==> src/rtl/rob_pkg.sv <==
// Shared reorder-buffer sizes and the per-entry record layout.
package rob_pkg;

  localparam int unsigned ROB_DEPTH  = 16;
  localparam int unsigned ROB_IDX_W  = $clog2(ROB_DEPTH);
  localparam int unsigned PREG_WIDTH = 6;
  localparam int unsigned AREG_WIDTH = 5;
  localparam int unsigned ROB_DATA_W = 32;
  localparam int unsigned ROB_PC_W   = 12;
  localparam int unsigned ROB_TAG_W  = 6;

  typedef struct packed {
    logic                  busy;
    logic                  done;
    logic                  rd_we;
    logic [AREG_WIDTH-1:0] areg;
    logic [PREG_WIDTH-1:0] preg;
    logic [PREG_WIDTH-1:0] old_preg;
    logic [ROB_PC_W-1:0]   pc;
    logic [ROB_DATA_W-1:0] data;
  } rob_entry_t;

endpackage

==> src/rtl/rob_ptr.sv <==
// Modulo-Depth wrap pointer with increment enable and synchronous active-low clear.
module rob_ptr #(
  parameter int unsigned Depth = 16
) (
  input  logic                     clk_i,
  input  logic                     clr_ni,
  input  logic                     inc_i,
  output logic [$clog2(Depth)-1:0] ptr_o
);

  localparam int unsigned W = $clog2(Depth);

  logic [W-1:0] ptr_q, ptr_d;

  always_comb begin
    ptr_d = ptr_q;
    if (inc_i) begin
      ptr_d = (ptr_q == W'(Depth - 1)) ? '0 : ptr_q + W'(1);
    end
  end

  always_ff @(posedge clk_i) begin
    if (!clr_ni) begin
      ptr_q <= '0;
    end else begin
      ptr_q <= ptr_d;
    end
  end

  assign ptr_o = ptr_q;

endmodule

==> src/rtl/rob.sv <==
// Reorder buffer: in-order allocate, out-of-order completion on two ports, in-order retire.
// Optional flush port enabled by defining ROB_FLUSH_EN.
module rob #(
  parameter int unsigned DEPTH      = 16,
  parameter int unsigned PREG_WIDTH = 6,
  parameter int unsigned AREG_WIDTH = 5,
  parameter int unsigned DATA_WIDTH = 32
) (
  input  logic                     clk,
  input  logic                     rst,
`ifdef ROB_FLUSH_EN
  input  logic                     flush,
`endif
  input  logic                     alloc_valid,
  input  logic                     alloc_rd_we,
  input  logic [AREG_WIDTH-1:0]    alloc_areg,
  input  logic [PREG_WIDTH-1:0]    alloc_preg,
  input  logic [PREG_WIDTH-1:0]    alloc_old_preg,
  input  logic [11:0]              alloc_pc,
  output logic                     alloc_ready,
  output logic [5:0]               rob_num,
  input  logic                     cmpl0_valid,
  input  logic [5:0]               cmpl0_tag,
  input  logic [DATA_WIDTH-1:0]    cmpl0_data,
  input  logic                     cmpl1_valid,
  input  logic [5:0]               cmpl1_tag,
  input  logic [DATA_WIDTH-1:0]    cmpl1_data,
  output logic                     retire_valid,
  output logic                     retire_rd_we,
  output logic [AREG_WIDTH-1:0]    retire_areg,
  output logic [PREG_WIDTH-1:0]    retire_preg,
  output logic [DATA_WIDTH-1:0]    retire_data,
  output logic                     free_push,
  output logic [PREG_WIDTH-1:0]    free_reg,
  output logic                     full,
  output logic                     empty,
  output logic [$clog2(DEPTH):0]   count
);

  import rob_pkg::*;

  localparam int unsigned IdxW = $clog2(DEPTH);
  localparam logic [IdxW:0] FullCnt = (IdxW + 1)'(DEPTH);

  logic flush_act;
`ifdef ROB_FLUSH_EN
  assign flush_act = flush;
`else
  assign flush_act = 1'b0;
`endif

  rob_entry_t      entries_q [DEPTH];
  rob_entry_t      entries_d [DEPTH];
  rob_entry_t      head_e;
  logic [IdxW-1:0] head, tail;
  logic [IdxW:0]   count_q, count_d;
  logic            clr_n, do_alloc, do_retire;

  assign clr_n     = rst & ~flush_act;
  assign head_e    = entries_q[head];
  assign full      = (count_q == FullCnt);
  assign empty     = (count_q == '0);
  assign count     = count_q;
  assign do_alloc  = alloc_valid & ~full & clr_n;
  // Gated by reset/flush so a discarded head never reaches the ARF or free list.
  assign do_retire = head_e.busy & head_e.done & clr_n;

  assign alloc_ready  = ~full;
  assign rob_num      = 6'(tail);
  assign retire_valid = do_retire;
  assign retire_rd_we = head_e.rd_we;
  assign retire_areg  = head_e.areg;
  assign retire_preg  = head_e.preg;
  assign retire_data  = head_e.data;
  assign free_push    = do_retire & head_e.rd_we;
  assign free_reg     = head_e.old_preg;

  rob_ptr #(.Depth(DEPTH)) u_head (
    .clk_i  (clk),
    .clr_ni (clr_n),
    .inc_i  (do_retire),
    .ptr_o  (head)
  );

  rob_ptr #(.Depth(DEPTH)) u_tail (
    .clk_i  (clk),
    .clr_ni (clr_n),
    .inc_i  (do_alloc),
    .ptr_o  (tail)
  );

  // cmpl1 is applied after cmpl0 so it wins a same-tag collision.
  always_comb begin
    entries_d = entries_q;
    for (int unsigned i = 0; i < DEPTH; i++) begin
      if (cmpl0_valid && cmpl0_tag == 6'(i) && entries_q[i].busy) begin
        entries_d[i].done = 1'b1;
        entries_d[i].data = cmpl0_data;
      end
      if (cmpl1_valid && cmpl1_tag == 6'(i) && entries_q[i].busy) begin
        entries_d[i].done = 1'b1;
        entries_d[i].data = cmpl1_data;
      end
    end
    if (do_retire) begin
      entries_d[head] = '0;
    end
    if (do_alloc) begin
      entries_d[tail].busy     = 1'b1;
      entries_d[tail].done     = 1'b0;
      entries_d[tail].rd_we    = alloc_rd_we;
      entries_d[tail].areg     = alloc_areg;
      entries_d[tail].preg     = alloc_preg;
      entries_d[tail].old_preg = alloc_old_preg;
      entries_d[tail].pc       = alloc_pc;
      entries_d[tail].data     = '0;
    end
  end

  always_comb begin
    count_d = count_q + (IdxW + 1)'(do_alloc) - (IdxW + 1)'(do_retire);
  end

  always_ff @(posedge clk) begin
    if (!clr_n) begin
      for (int unsigned i = 0; i < DEPTH; i++) begin
        entries_q[i] <= '0;
      end
      count_q <= '0;
    end else begin
      for (int unsigned i = 0; i < DEPTH; i++) begin
        entries_q[i] <= entries_d[i];
      end
      count_q <= count_d;
    end
  end

endmodule

==> config.mk <==
export PLATFORM = sky130hd
export DESIGN_NAME = rob
export DESIGN_NICKNAME = d
export VERILOG_FILES = /design/src/rtl/rob_pkg.sv /design/src/rtl/rob_ptr.sv /design/src/rtl/rob.sv
export SDC_FILE = /design/constraint.sdc
export NUM_CORES = 2
export LEC_CHECK = 0
export CELL_PAD_IN_SITES_DETAIL_PLACEMENT = 1
export CELL_PAD_IN_SITES_GLOBAL_PLACEMENT = 2
export CORE_MARGIN = 2
export CORE_UTILIZATION = 41
export DETAILED_ROUTE_END_ITERATION = 8
export GPL_TIMING_DRIVEN = 0
export PLACE_DENSITY = 0.8
export SLEW_MARGIN = 20
export SYNTH_ARGS = -nofsm -noshare
export SYNTH_HDL_FRONTEND = slang
export SYNTH_SLANG_ARGS = --single-unit
==> constraint.sdc <==
create_clock -name clk -period 3.9 [get_ports clk]
set_clock_uncertainty 0.15 [all_clocks]
set_input_delay 0.78 -clock clk [delete_from_list [all_inputs] [get_ports clk]]
set_output_delay 0.78 -clock clk [all_outputs]
set_load 0.05 [all_outputs]
# Word-level counts from Yosys, hierarchy flattened
# Index checks and enable logic that the tools add are counted.
[op_classes] addsub=4 n_lt_le_gt_ge=4 eq_ne=33 n_mux=97 bitwise=10 reduce_logical=69
[ops] op="1024-bit bitwise mux" count=8
[ops] op="64-bit demux with 4-bit select" count=9
[ops] op="1024-bit two-way mux" count=2
[ops] op="32-bit two-way mux" count=33
[ops] op="1024-bit bitwise AND" count=1
[ops] op="1024-bit NOT" count=1
[ops] op="64-bit binary-select mux with 4-bit select" count=1
[ops] op="64-bit two-way mux" count=4
[ops] op="6-bit by 4-bit == test with 1-bit output (second input constant)" count=16
[ops] op="1-bit logical AND" count=66
[ops] op="63-bit two-way mux" count=1
[ops] op="62-bit two-way mux" count=1
[ops] op="61-bit two-way mux" count=1
[ops] op="56-bit two-way mux" count=1
[ops] op="50-bit two-way mux" count=1
[ops] op="6-bit by 3-bit == test with 1-bit output (second input constant)" count=8
[ops] op="44-bit two-way mux" count=1
[ops] op="1-bit two-way mux" count=32
[ops] op="6-bit by 2-bit == test with 1-bit output (second input constant)" count=4
[ops] op="6-bit by 1-bit == test with 1-bit output (second input constant)" count=2
[ops] op="6-bit logical NOT" count=2
[ops] op="5-bit greater-or-equal comparator (second input constant)" count=2
[ops] op="5-bit by 1-bit < comparator with 1-bit output (second input constant)" count=2
[ops] op="4-bit NOT with 5-bit output" count=2
[ops] op="9 further kinds" count=16
[word_totals] regBits=1037 input_bits=111 out_inout_bits=66 elab_cells=348

# Depth between registers and ports, before layout
[depth] depth_word=17 ltp_mapped=17 ltp_nobuf=16

# Modules after synthesis
# A second synthesis with hierarchy kept.
[unflattened] hier_cells=4022 area_unflattened_um2=42366.9
[modules_own_cells] module="rob" n_inst=1 cells_each=3986 area_per_inst_um2=41994.0 seq_area_each_um2=16756.1
[modules_own_cells] module="rob_ptr" n_inst=2 cells_each=18 area_per_inst_um2=186.4 seq_area_each_um2=80.1

# Worst setup path after synthesis
# OpenSTA, ideal clock, no wires.
[synth_timing] path_kind="input port to flip-flop" start="in rst" end="reg count_q[4] (netlist: count[4])" arrival_time_ps=3626 path_slack_ps=8 stages=14 n_path_buf=3 cell_sequence="buf_6 clkbuf_1 clkbuf_1 nor2b_1 ha_1 inv_1 ha_1 inv_1 fa_1 inv_1 a21oi_1 nor2_1 o21ai_0 and3_1"
[synth_via] word_cells_on_any_way=4 cone_classes="2 x add/sub; 2 x bitwise"
[synth_lines] item="from (decl)" line_no="rob.sv:10" source="input logic rst,"
[synth_lines] item="1-bit bitwise AND" line_no="rob.sv:66" source="assign do_retire = head_e.busy & head_e.done & clr_n;"
[synth_lines] item="named net retire_valid" line_no="rob.sv:28" source="output logic retire_valid,"
[synth_lines] item="5-bit by 1-bit subtractor with 5-bit output" line_no="rob.sv:121" source="count_d = count_q + (IdxW + 1)'(do_alloc) - (IdxW + 1)'(do_retire);"
[synth_lines] item="to (signal assigned)" line_no="rob.sv:134" source="count_q <= count_d;"
[synth_lines] item="to (decl)" line_no="rob.sv:56" source="logic [IdxW:0] count_q, count_d;"
# The timed path passes the listed nets, and every way through them passes these cells.
# A chain may end at the register's enable or synchronous reset.

# Worst setup path in the final report
[layout_timing] start="reg u_head.ptr_q[1] (netlist: u_head.ptr_o[1])" end="out retire_data[31]"
[layout_via] elab_chain_cells=4
[layout_lines] item="from (decl)" line_no="rob_ptr.sv:13" source="logic [W-1:0] ptr_q, ptr_d;"
[layout_lines] item="from (signal assigned)" line_no="rob_ptr.sv:26" source="ptr_q <= ptr_d;"
[layout_lines] item="4-bit NOT with 5-bit output (implied by the code)" line_no="rob.sv:60" source="assign head_e = entries_q[head];"
[layout_lines] item="64-bit binary-select mux with 4-bit select" line_no="rob.sv:60"
[layout_lines] item="64-bit two-way mux (implied by the code) (2 in series)" line_no="rob.sv:60"
[layout_lines] item="to (decl)" line_no="rob.sv:32" source="output logic [DATA_WIDTH-1:0] retire_data,"
# No other way between the ends. The select of a mux whose other input is x is not followed.

==> summary.md <==
| Metric | Value |
|---|---|
| Setup repair after global routing missed its margin | true |
| CTS Buf Count | 97 |
| Final Wtd Congestion | just over 0.9 |
| Instance count after placement with tap cells included | between 5,000 and 6,000 |
| Root buffer cell | sky130_fd_sc_hd__clkbuf_16 |
| Shortest clock period the worst path allows after layout | 3.96 ns |
| Height of the chip | 317 µm |
| Overall power of the completed layout | 20.1 mW |
| Via count of the routed design | 35,300 |
| Violations in the final reports | negative setup slack |
| Worst hold stages | 1 |
| Post-synthesis register bit count | around 850 |
| Global-route wire length before repair | roughly 260 mm |
| I/O pin total | 177 |
| Number of I/O port buffers | 130 |
| Kind of start point of the critical path | flop |
| Cell with the most instances on the worst path | sky130_fd_sc_hd__buf_16 |
| Final hold violation count | 0 |
| Maximum fanout encountered on the critical timing path | 8 |
| Overall die width | 317 µm |
| Standard-cell rows | 114 |
| Aggregate global routing overflow | 0 |
| Syn avg cell area | 10.8 µm² |
| DRT Wirelength | 185 mm |
| Routed length per instance | 34.3 µm |
| Final core utilization | 0.497 |
| Clock tree from TritonCTS | yes |
| Final HPWL DP | 123 mm |
| Smallest setup slack after layout | -0.0602 ns |
| Async set-or-reset flop fraction in the synthesized netlist | 0 |
| Critical path type | flop to primary output |
| Setup Viol. Count Final | 26 |
| Clock latency at the later pin of the worst-skew pair | approximately 0.70 ns |
| PwrDens | 417 nW/µm² |
| Total number of nets in the final design | 4,149 |
| Portion of total power attributed to the clock network | 0.470 |
| Count of mapped cells out of synthesis | 3,738 |
| DR iter-0 viols | approximately 3,600 |
| Outcome | finished with violations |
| Finished layout cell area | 48,200 µm² |
| Final clock period utilization by the worst path | 1.02 |
| Count of unresolved DRC violations after routing | 0 |
| Combinational Power Share | 0.095 |
| Synth-to-Final Area Change | 19.8% |
| Final TNS setup | -0.616 ns |
| Number of global-route vias before repair | 35,400 |
| Most frequently used flop master after synthesis | sky130_fd_sc_hd__dfxtp_1 |
| Fin. max-slew vios | 0 |
| Leakage power of the design | between 15 and 20 nW |
| Switching part of the total power | 0.267 |
| Relative slew margins | 0.170 |
| Flop pwr share | 0.435 |
| Internal power component | 14.7 mW |
| Count of hold buffers inserted by post-cts repair | 0 |
| DR pass1 iterations | 5 |
| Maximum level of the CTS H-tree | 3 |
| Max-capacitance violation count | 0 |
| Distinct cell type count after synthesis | 67 |
| Critical path cell sequence | buf_12, buf_16, buf_12, buf_16, buf_16, mux4_2, mux4_2, buf_8 |
| Via density per instance | ~6.6 |
| Worst vdd ir | 0.000333 V |
| Clock slew seen by the registers of the worst setup and hold paths | 0.07 ns |
| Global-route usage over all layers | 0.356 |
| Share of final-layout standard cells stronger than drive strength 1 | 0.169 |
| Worst hold path type | flop to flop |
| Effective utilization at floorplan | 0.415 |
| Buffers from clock root to sink, at most | 3 |
| Worst path max stage delay | around 0.62 ns |
| CP Data Required Time | 2.97 ns |
| Critical Path AT | 3.03 ns |
| Number of antenna violations at the first check in global routing | 5 |
| Netlist area before placement | 40,300 µm² |
| Number of flops mapped to enable cells by yosys | 0 |
| Proportion of synthesized chip area in sequential cells | 0.420 |
| Maximum number of pins on one net before global-route repair | 20 |
| Area of the die | between 100,000 and 150,000 µm² |
| Worst-margin pin slew | 1.24 ns |
| Fmax | 253 MHz |
| Post-route insts no fill | 5,375 |
| Type of destination of the critical path | primary output |
| Yosys Warn Count | 0 |
| Cell count of the worst reg-to-reg path | 10 |
| Slowest cell on the critical path | sky130_fd_sc_hd__mux4_2 |
| Switching power | 5.37 mW |
| Placement-stage cell area | approximately 43,000 µm² |
| CORE AREA | 97,000 µm² |
| Post-route ant nets | 0 |
| CTS sink count | 845 |
[state kept, by name, summed over array words and instances, names as in the netlist]
register	flops
u_tail.ptr_o	4
count	5
entries_q	832
u_head.ptr_o	4
[synthesized netlist by cell type, drive strengths merged (2+ instances only)]
library cell,count,share of area
a211oi,514,0.096
a21boi,9,0.0017
a21oi,3,0.00037
a22o,182,0.040
a22oi,2,0.00050
a311oi,4,0.00087
a31oi,8,0.0012
a32o,4,0.00099
and2,28,0.0044
and3,26,0.0042
and4,3,0.00065
buf,157,0.021
clkbuf,302,0.028
dfxtp,845,0.42
ha,14,0.0044
inv,29,0.0027
mux2,2,0.00065
mux2i,518,0.13
mux4,252,0.14
nand2,55,0.0053
nand2b,3,0.00047
nand3,45,0.0056
nand4,24,0.0037
nand4bb,2,0.00081
nor2,538,0.050
nor2b,12,0.0019
nor3,2,0.00025
nor4,6,0.00093
nor4b,5,0.0012
o211ai,2,0.00062
o21ai,10,0.0012
o22ai,2,0.00031
o2bb2ai,100,0.022
o41a,4,0.0011
o41ai,4,0.0016
xnor2,4,0.00087
xor2,2,0.00044
[kinds of logic after synthesis]
kind of cell	synth area share
AOI/OAI and AO/OA	0.171
xor gates and xnor gates	0.00131
adders and majority gates	0.00485
buffers and inverters	0.0516
DFF	0.420
muxes	0.270
other	0.0000931
and+or+nand+nor	0.0806
[through the flow]
stage	hold WS, ns	setup WS (ns)
after global routing	0.320	-0.0836
after global placement	0.285	-1.23
final	0.308	-0.0602
after detailed placement	0.291	-1.19
after floorplan	0.276	0.00804
after CTS	0.310	-0.0971
[final timing paths]
check | from | endpoint | slack [ns]
max reg2reg | count[2]$_SDFF_PN0_ | entries_q[155]$_SDFF_PN0_ | 0
max | u_head.ptr_o[1]$_SDFFE_PN0N_ | retire_data[31] | -0.06
min | entries_q[1020]$_SDFF_PN0_ | entries_q[1020]$_SDFF_PN0_ | 0.31
min reg2reg | entries_q[1020]$_SDFF_PN0_ | entries_q[1020]$_SDFF_PN0_ | 0.31
[cell type report]
type	instances	area, µm²
Clock buffer	146	2900
Antenna cell	2	5.00
Clock inverter	27	317
Fill cell	10400	48800
Multi-Input combinational cell	2406	21400
Timing Repair Buffer	187	2220
Tap cell	1276	1600
Sequential cell	845	16900
Inverter	29	109
Buffer	457	2790
[metal layers]
metal	global-route usage	vias up	part of all wire	wire length [µm]
met5	0	-	0.00011	20
met3	0.0692	438	0.085	15700
met4	0.171	4	0.050	9310
li1	-	14700	-	-
met2	0.541	1759	0.44	81200
met1	0.487	18400	0.42	78400
[critical path, delay by kind of cell (launching register included)]
| family | cells | cell delay (ns) |
|---|---|---|
| buf+inv | 6 | 0.97 |
| flops | 1 | 0.39 |
| mux | 2 | 0.95 |
[power groups by stage]
stage                     clock (mW)  sequential, mW  combinational [mW]
after floorplan                    0            8.97               0.898
after global placement             0            8.94                1.72
after detailed placement           0            8.94                1.74
after CTS                       9.45            8.75                1.82
after global routing            9.79            8.75                1.96
final                           9.45            8.75                1.91
[layout by cell type, fill, tap and decap left out, types with 9 or more instances in the layout]
cell type                         netlist  final
sky130_fd_sc_hd__a211oi_1             514    514
sky130_fd_sc_hd__a21boi_0               9      9
sky130_fd_sc_hd__a22o_1               182    182
sky130_fd_sc_hd__and2_1                28     28
sky130_fd_sc_hd__and3_1                24     24
sky130_fd_sc_hd__buf_1                 35     30
sky130_fd_sc_hd__buf_12                 0     21
sky130_fd_sc_hd__buf_16                 0     27
sky130_fd_sc_hd__buf_2                 99     69
sky130_fd_sc_hd__buf_4                 14     48
sky130_fd_sc_hd__buf_6                  8     54
sky130_fd_sc_hd__buf_8                  1     10
sky130_fd_sc_hd__clkbuf_1             302    301
sky130_fd_sc_hd__clkbuf_16              0    113
sky130_fd_sc_hd__clkbuf_2               0     11
sky130_fd_sc_hd__clkbuf_8               0     28
sky130_fd_sc_hd__clkdlybuf4s50_1        0     78
sky130_fd_sc_hd__clkinv_2               0     14
sky130_fd_sc_hd__dfxtp_1              845    843
sky130_fd_sc_hd__ha_1                  14     14
sky130_fd_sc_hd__inv_1                 28     28
sky130_fd_sc_hd__mux2i_1              518    518
sky130_fd_sc_hd__mux4_2               252    252
sky130_fd_sc_hd__nand2_1               54     54
sky130_fd_sc_hd__nand3_1               45     45
sky130_fd_sc_hd__nand4_1               24     24
sky130_fd_sc_hd__nor2_1               538    538
sky130_fd_sc_hd__nor2b_1               11     11
sky130_fd_sc_hd__o2bb2ai_1             96     96
[timing repair]
action / CTS / global route
pin swaps: 2 / 0
gates resized for setup: 555 / 31
setup endpoints to repair: 56 / 58
cloned: 8 / 9
setup buffers: 17 / 19
Note: power is estimated with default switching activity, not from simulation.
